`config.mk`:
```
export PLATFORM = sky130hd
export DESIGN_NAME = interpretar_botao
export DESIGN_NICKNAME = d
export VERILOG_FILES = /design/src/rtl/interpretar_botao_pkg.sv /design/src/rtl/interpretar_botao.sv
export SDC_FILE = /design/constraint.sdc
export NUM_CORES = 1
export LEC_CHECK = 0
export CAP_MARGIN = 40
export CORE_MARGIN = 2
export CORE_UTILIZATION = 50
export DETAILED_ROUTE_END_ITERATION = 8
export MAX_ROUTING_LAYER = met4
export PLACE_DENSITY = 0.77
export SETUP_SLACK_MARGIN = 0.05
export SLEW_MARGIN = 10
export SYNTH_ARGS = -nofsm -noshare
export SYNTH_HDL_FRONTEND = slang
export SYNTH_SLANG_ARGS = --single-unit
export TNS_END_PERCENT = 10
```
`constraint.sdc`:
```
create_clock -name clock -period 6.75 [get_ports clock]
set_clock_uncertainty 0.2 [all_clocks]
set_input_delay 1.35 -clock clock [delete_from_list [all_inputs] [get_ports clock]]
set_output_delay 1.35 -clock clock [all_outputs]
set_load 0.01 [all_outputs]
```
`src/rtl/interpretar_botao_pkg.sv`:
```
// Shared definitions for the button-handling chain (debouncer, interpreter, control FSM).
// Holds the interpreter state encoding, the default timing thresholds and a small helper
// that turns a period in samples into the terminal value of a counter that starts at 0.
package interpretar_botao_pkg;

  // Encodings are fixed so other blocks can decode the state directly.
  typedef enum logic [1:0] {
    Ocioso    = 2'd0,
    Contando  = 2'd1,
    Repetindo = 2'd2,
    Bloqueado = 2'd3
  } estado_e;

  // Defaults for a 50 MHz clock: 0.5 s long press, 0.1 s repeat period.
  localparam int unsigned LongoPadrao   = 25_000_000;
  localparam int unsigned RepetePadrao  = 5_000_000;
  localparam int unsigned LarguraPadrao = 26;

  // Last count value of a period of 'ciclos' samples; a zero period maps to 0 so the
  // constant stays in range even when the feature it times is switched off.
  function automatic int unsigned fim_contagem(input int unsigned ciclos);
    return (ciclos == 0) ? 0 : ciclos - 1;
  endfunction

endpackage

```
`src/rtl/interpretar_botao.sv`:
```
// interpretar_botao: turns the debounced button level into discrete events.
//   - pulso_curto : 1-cycle strobe when a press is released before the long threshold
//   - pulso_longo : 1-cycle strobe when the press reaches LONGO_CICLOS high samples
//   - pulso_repete: 1-cycle strobe every REPETE_CICLOS samples after the long strobe
//   - pressionado : level, high while a press is being counted or repeating
// Ports:
//   clock        in  system clock, all logic on posedge
//   reset_n      in  asynchronous reset, active-low
//   botao_limpo  in  debounced button level, active-high, synchronous to clock
//   habilita     in  1 = events allowed; 0 = suppress and lock out the current press
//   pulso_curto, pulso_longo, pulso_repete, pressionado  out  registered
// After reset the block sits in Bloqueado so a button held through reset never produces
// events; a release is always required before a new press is recognised.
module interpretar_botao
  import interpretar_botao_pkg::*;
#(
  parameter int unsigned LONGO_CICLOS  = LongoPadrao,
  parameter int unsigned REPETE_CICLOS = RepetePadrao,
  parameter int unsigned LARGURA_CONT  = LarguraPadrao
) (
  input  logic clock,
  input  logic reset_n,
  input  logic botao_limpo,
  input  logic habilita,
  output logic pulso_curto,
  output logic pulso_longo,
  output logic pulso_repete,
  output logic pressionado
);

  localparam logic [LARGURA_CONT-1:0] LongoFim  = LARGURA_CONT'(fim_contagem(LONGO_CICLOS));
  localparam logic [LARGURA_CONT-1:0] RepeteFim = LARGURA_CONT'(fim_contagem(REPETE_CICLOS));
  localparam logic [LARGURA_CONT-1:0] ContUm    = LARGURA_CONT'(1);
  localparam bit                      RepeteDesligado = (REPETE_CICLOS == 0);

  estado_e                 estado_q, estado_d;
  logic [LARGURA_CONT-1:0] contador_q, contador_d;
  logic                    curto_q, curto_d;
  logic                    longo_q, longo_d;
  logic                    repete_q, repete_d;
  logic                    pressionado_q, pressionado_d;

  // Next-state logic. Priority inside every active state: habilita low, then release,
  // then terminal count. Any state change clears the counter so it can never wrap.
  always_comb begin
    estado_d   = estado_q;
    contador_d = contador_q;
    curto_d    = 1'b0;
    longo_d    = 1'b0;
    repete_d   = 1'b0;

    unique case (estado_q)
      Ocioso: begin
        if (habilita && botao_limpo) begin
          estado_d   = Contando;
          contador_d = ContUm;  // the edge that starts the press is the first sample
        end
      end

      Contando: begin
        if (!habilita) begin
          // A press still held must be released before it can count again.
          estado_d   = botao_limpo ? Bloqueado : Ocioso;
          contador_d = '0;
        end else if (!botao_limpo) begin
          estado_d   = Ocioso;
          contador_d = '0;
          curto_d    = 1'b1;
        end else if (contador_q == LongoFim) begin
          estado_d   = Repetindo;
          contador_d = '0;
          longo_d    = 1'b1;
        end else begin
          contador_d = contador_q + ContUm;
        end
      end

      Repetindo: begin
        if (!habilita) begin
          estado_d   = botao_limpo ? Bloqueado : Ocioso;
          contador_d = '0;
        end else if (!botao_limpo) begin
          // Release after a long press is silent: the long strobe already reported it.
          estado_d   = Ocioso;
          contador_d = '0;
        end else if (RepeteDesligado) begin
          contador_d = contador_q;
        end else if (contador_q == RepeteFim) begin
          contador_d = '0;
          repete_d   = 1'b1;
        end else begin
          contador_d = contador_q + ContUm;
        end
      end

      Bloqueado: begin
        if (!botao_limpo) begin
          estado_d   = Ocioso;
          contador_d = '0;
        end
      end

      default: begin
        estado_d   = Bloqueado;
        contador_d = '0;
      end
    endcase

    pressionado_d = (estado_d == Contando) || (estado_d == Repetindo);
  end

  always_ff @(posedge clock or negedge reset_n) begin
    if (!reset_n) begin
      estado_q      <= Bloqueado;
      contador_q    <= '0;
      curto_q       <= 1'b0;
      longo_q       <= 1'b0;
      repete_q      <= 1'b0;
      pressionado_q <= 1'b0;
    end else begin
      estado_q      <= estado_d;
      contador_q    <= contador_d;
      curto_q       <= curto_d;
      longo_q       <= longo_d;
      repete_q      <= repete_d;
      pressionado_q <= pressionado_d;
    end
  end

  assign pulso_curto  = curto_q;
  assign pulso_longo  = longo_q;
  assign pulso_repete = repete_q;
  assign pressionado  = pressionado_q;

endmodule

```
==> results.txt <==
Synthesis inferred 32 register bits. The via count of the first global-routing pass came out at 1,358. Clock latency on the worst-skew pair, taken at its later pin, is 0.34 ns. The max-cap check violation count is 0. Dividing the detail-routed wire length by the instance count gives 15.13 um. The fraction of final layout cells with drive strength greater than 1 came out at 8.995%. On the critical path, the stage with the largest delay is an instance of clkdlybuf4s50_1. The worst endpoint required time is 6.81 ns. The first global-routing pass estimated 6313 um of wire. The starting density of the core is 51.74%. The cell area after synthesis came out at 1713 um^2.

The netlist uses 47 different library cells. The average cell area after synthesis came out at 9.623 um^2. Setup repair after global routing left no endpoint under its margin. The library cells used most frequently in the layout, excluding fill and tap cells, are dfrtp_1, nor2_1, xor2_1.

Setup total negative slack on the finished layout was measured at 0 ns. The count of flip-flops with a built-in enable after synthesis is 0. The floorplan step defined a die boundary enclosing 3910 um^2.

The worst max-slew margin expressed relative to the limit is 55.39%. The detailed-route via count is 1,376. The worst slack on hold paths came out at 0.3236 ns.

At the end of routability-driven placement, the weighted congestion stood at 0.8712. The worst path uses 55.13% of the clock period. TritonCTS built the clock tree. The worst hold path begins at contador_q[1]. The total DRC errors in the routed layout is 0.

The height of the die came out at 62.53 um. The most used flip-flop cell after synthesis is dfrtp_1. The first routing iteration left 105 violations.

The run finished with clean final reports. The combined global-route utilization of all metal layers is 21.16%. The number of buffers created by CTS is 5.

The tightest min-delay check is of the flop to flop type. The number of instances in the synthesized netlist came out at 178. The final setup slack of the worst path came out at 3.028 ns. The count of placed standard cells including taps came out at 227. The peak fanout along the critical path came out at 8.

Walking the worst path, the cells encountered are clkdlybuf4s50_1 > a211oi_1 > nor4_1 > and2_0 > nand2_1 > or4b_1 > o211ai_1. Summed over all layers, the global routing overflow is 0. The sum of routed wire length over all layers came out at 3555 um. The share of synthesized area occupied by flip-flops and latches came out at 46.90%. The kind of cell with the highest combined delay along the critical path is simple AND/OR/NAND/NOR gates. The final count of negative-setup-slack endpoints came out at 0. Derived from the worst setup path, the maximum achievable clock frequency is 268.7 MHz.

The power per cell area came out at 196.1 nW/um^2. The die is 62.53 um wide. The peak ir drop on the vdd network came out at 0.1019 mV.

The most critical setup path has its startpoint at habilita. The tree built by TritonCTS fans out to 32 sinks. The number of standard cells in the final layout excluding fillers is 235. The number of nets in the final layout came out at 193. The sum of buffers and inverters on the critical path came out at 1. The ratio of routed vias to standard cells is 5.855. The final-report max-slew violation count is 0.

The highest cell delay on the worst timing path is 0.62 ns. For this design, the CTS-stage hold fixing added 0 buffers. The leakage power total is 0.7971 nW. For the pin with the worst max-slew slack, the measured transition is 0.6674 ns.

The arrival time reported for the critical path endpoint is 3.78 ns. Counting flops with an async set or reset pin after synthesis yields a share of 100.0%. The worst setup path is captured at a flop.

Before antenna repair, the detailed router went through 4 iterations. The H-tree was split into 2 levels. The maximum clock insertion buffer count came out at 2.

The number of warning messages in the yosys log came out at 0. The quantity of I/O buffers inserted on ports is 7. The maximum number of pins on one net before global-route repair is 33. The remaining antenna violation count after routing is 0. The final hold violation count is 0. The cell at the root of the clock tree is clkbuf_4. For the finished layout, the period the worst path requires is 3.722 ns.

The type of element launching the critical path is an input port. OpenSTA, run right after detailed placement, puts the worst setup slack at 2.742 ns. The initial antenna violation count came out at 0. The post-cts gate resize count came out at 0. The number of diodes added for antenna fixing is 0.

The standard cell core area came out at 3311 um^2. The number of nets in the synthesized netlist is 183. The post-CTS setup repair buffer count came out at 0. The layout overhead on the synthesized area is 11.10%. The filler cells instantiated in the layout total 313. The wire-length estimate of the detail-placed layout is 2568 um. The worst setup path is of the input port to flop kind. Pin placement for this block handled 8 I/O pins. The startpoint identified for the worst register-to-register timing path is contador_q[7]. The most common library cell in the layout ignoring fill and taps is dfrtp_1. The clock slew at the register clock pins of the worst setup and hold paths is 0.09 ns.

The cell row count came out at 21.
[layer usage]
metal / global-route usage, % / part of all wire, % / wire, um
met4: 8.611 / 2.1 / 76
met3: 6.306 / 3.5 / 125
met1: 26.12 / 45 / 1598
met2: 32.66 / 49 / 1754
met5: - / 0 / 0
[power breakdown]
| group | leakage [nW] | internal [mW] | switching (mW) | total (mW) |
|---|---|---|---|---|
| sequential | 0.437 | 0.195 | 0.00378 | 0.199 |
| clock | 0.0422 | 0.0776 | 0.0654 | 0.143 |
| combinational | 0.318 | 0.0108 | 0.0202 | 0.0310 |
| total | 0.797 | 0.284 | 0.0894 | 0.373 |
[tightest hold or removal path: cells and delay by family (launching register included)]
kind / cells / cell delay [ns]
compound gates: 1 / 0.06
flops: 1 / 0.38
simple gates: 1 / 0.05
[Yosys cell counts, drive strengths merged, types with 2 or more instances]
cell type / instances / area [um^2]
dfrtp: 30 / 750.7
xor2: 14 / 122.6
nand3: 9 / 45.04
buf: 3 / 21.27
or4: 3 / 26.27
and3: 8 / 50.05
a21oi: 6 / 33.78
o211ai: 2 / 15.01
nand2: 13 / 48.80
or3: 2 / 12.51
a21o: 2 / 15.01
clkbuf: 3 / 11.26
nand4: 7 / 43.79
and2: 2 / 12.52
dfstp: 2 / 52.55
or2: 2 / 12.52
xnor2: 3 / 26.28
and4: 3 / 26.28
nor4: 5 / 31.28
nor4bb: 2 / 20.02
o21ai: 7 / 35.03
nor3: 4 / 25.02
a211oi: 2 / 15.01
nor2b: 2 / 12.51
nor2: 23 / 86.33
nand2b: 5 / 31.28
nor4b: 2 / 23.77
[cell type report]
class	instances	area (um^2)	share of cell area (%)
clock buffer	6	41.29	2.170
clock inverter	2	35.03	1.841
inverter	1	3.754	0.1972
multi-input combinational	139	873.3	45.89
sequential	32	803.3	42.21
tap	46	57.56	3.024
timing repair buffer	9	88.84	4.668
[kinds of logic after synthesis]
logic type / share of synthesized area (%)
AOI/OAI and AO/OA: 9.203
xor gates and xnor gates: 8.693
adders and majority gates: 0.7303
buffers and inverters: 2.118
DFF: 46.90
and+or+nand+nor: 32.36
[per-stage QoR]
step,instance area [um^2],power (mW),utilization (%)
floorplan,1713,0.2207,-
global placement,1815,0.2304,54.84
detailed placement,1827,0.2344,55.18
CTS,1903,0.3780,57.48
global route,1903,0.3922,57.48
finish,1903,0.3732,57.48
[final timing paths]
| check | end | slack [ns] | cells past startpoint |
|---|---|---|---|
| worst max-delay path | contador_q[16] | 3.03 | 7 |
| worst min-delay path | contador_q[1] | 0.32 | 2 |
| worst max register to register | contador_q[8] | 3.62 | 7 |
| worst min register to register | contador_q[1] | 0.32 | 2 |
| max in group asynchronous | estado_q[1] | 4.84 | 2 |
| min in group asynchronous | pulso_longo | 1.19 | 2 |
[state kept, by name (all words and copies together), names as in the netlist]
register	flops
pulso_longo	1
contador_q	26
pulso_curto	1
pulso_repete	1
pressionado	1
estado_q	2
Note: power is estimated with default switching activity, not from simulation.
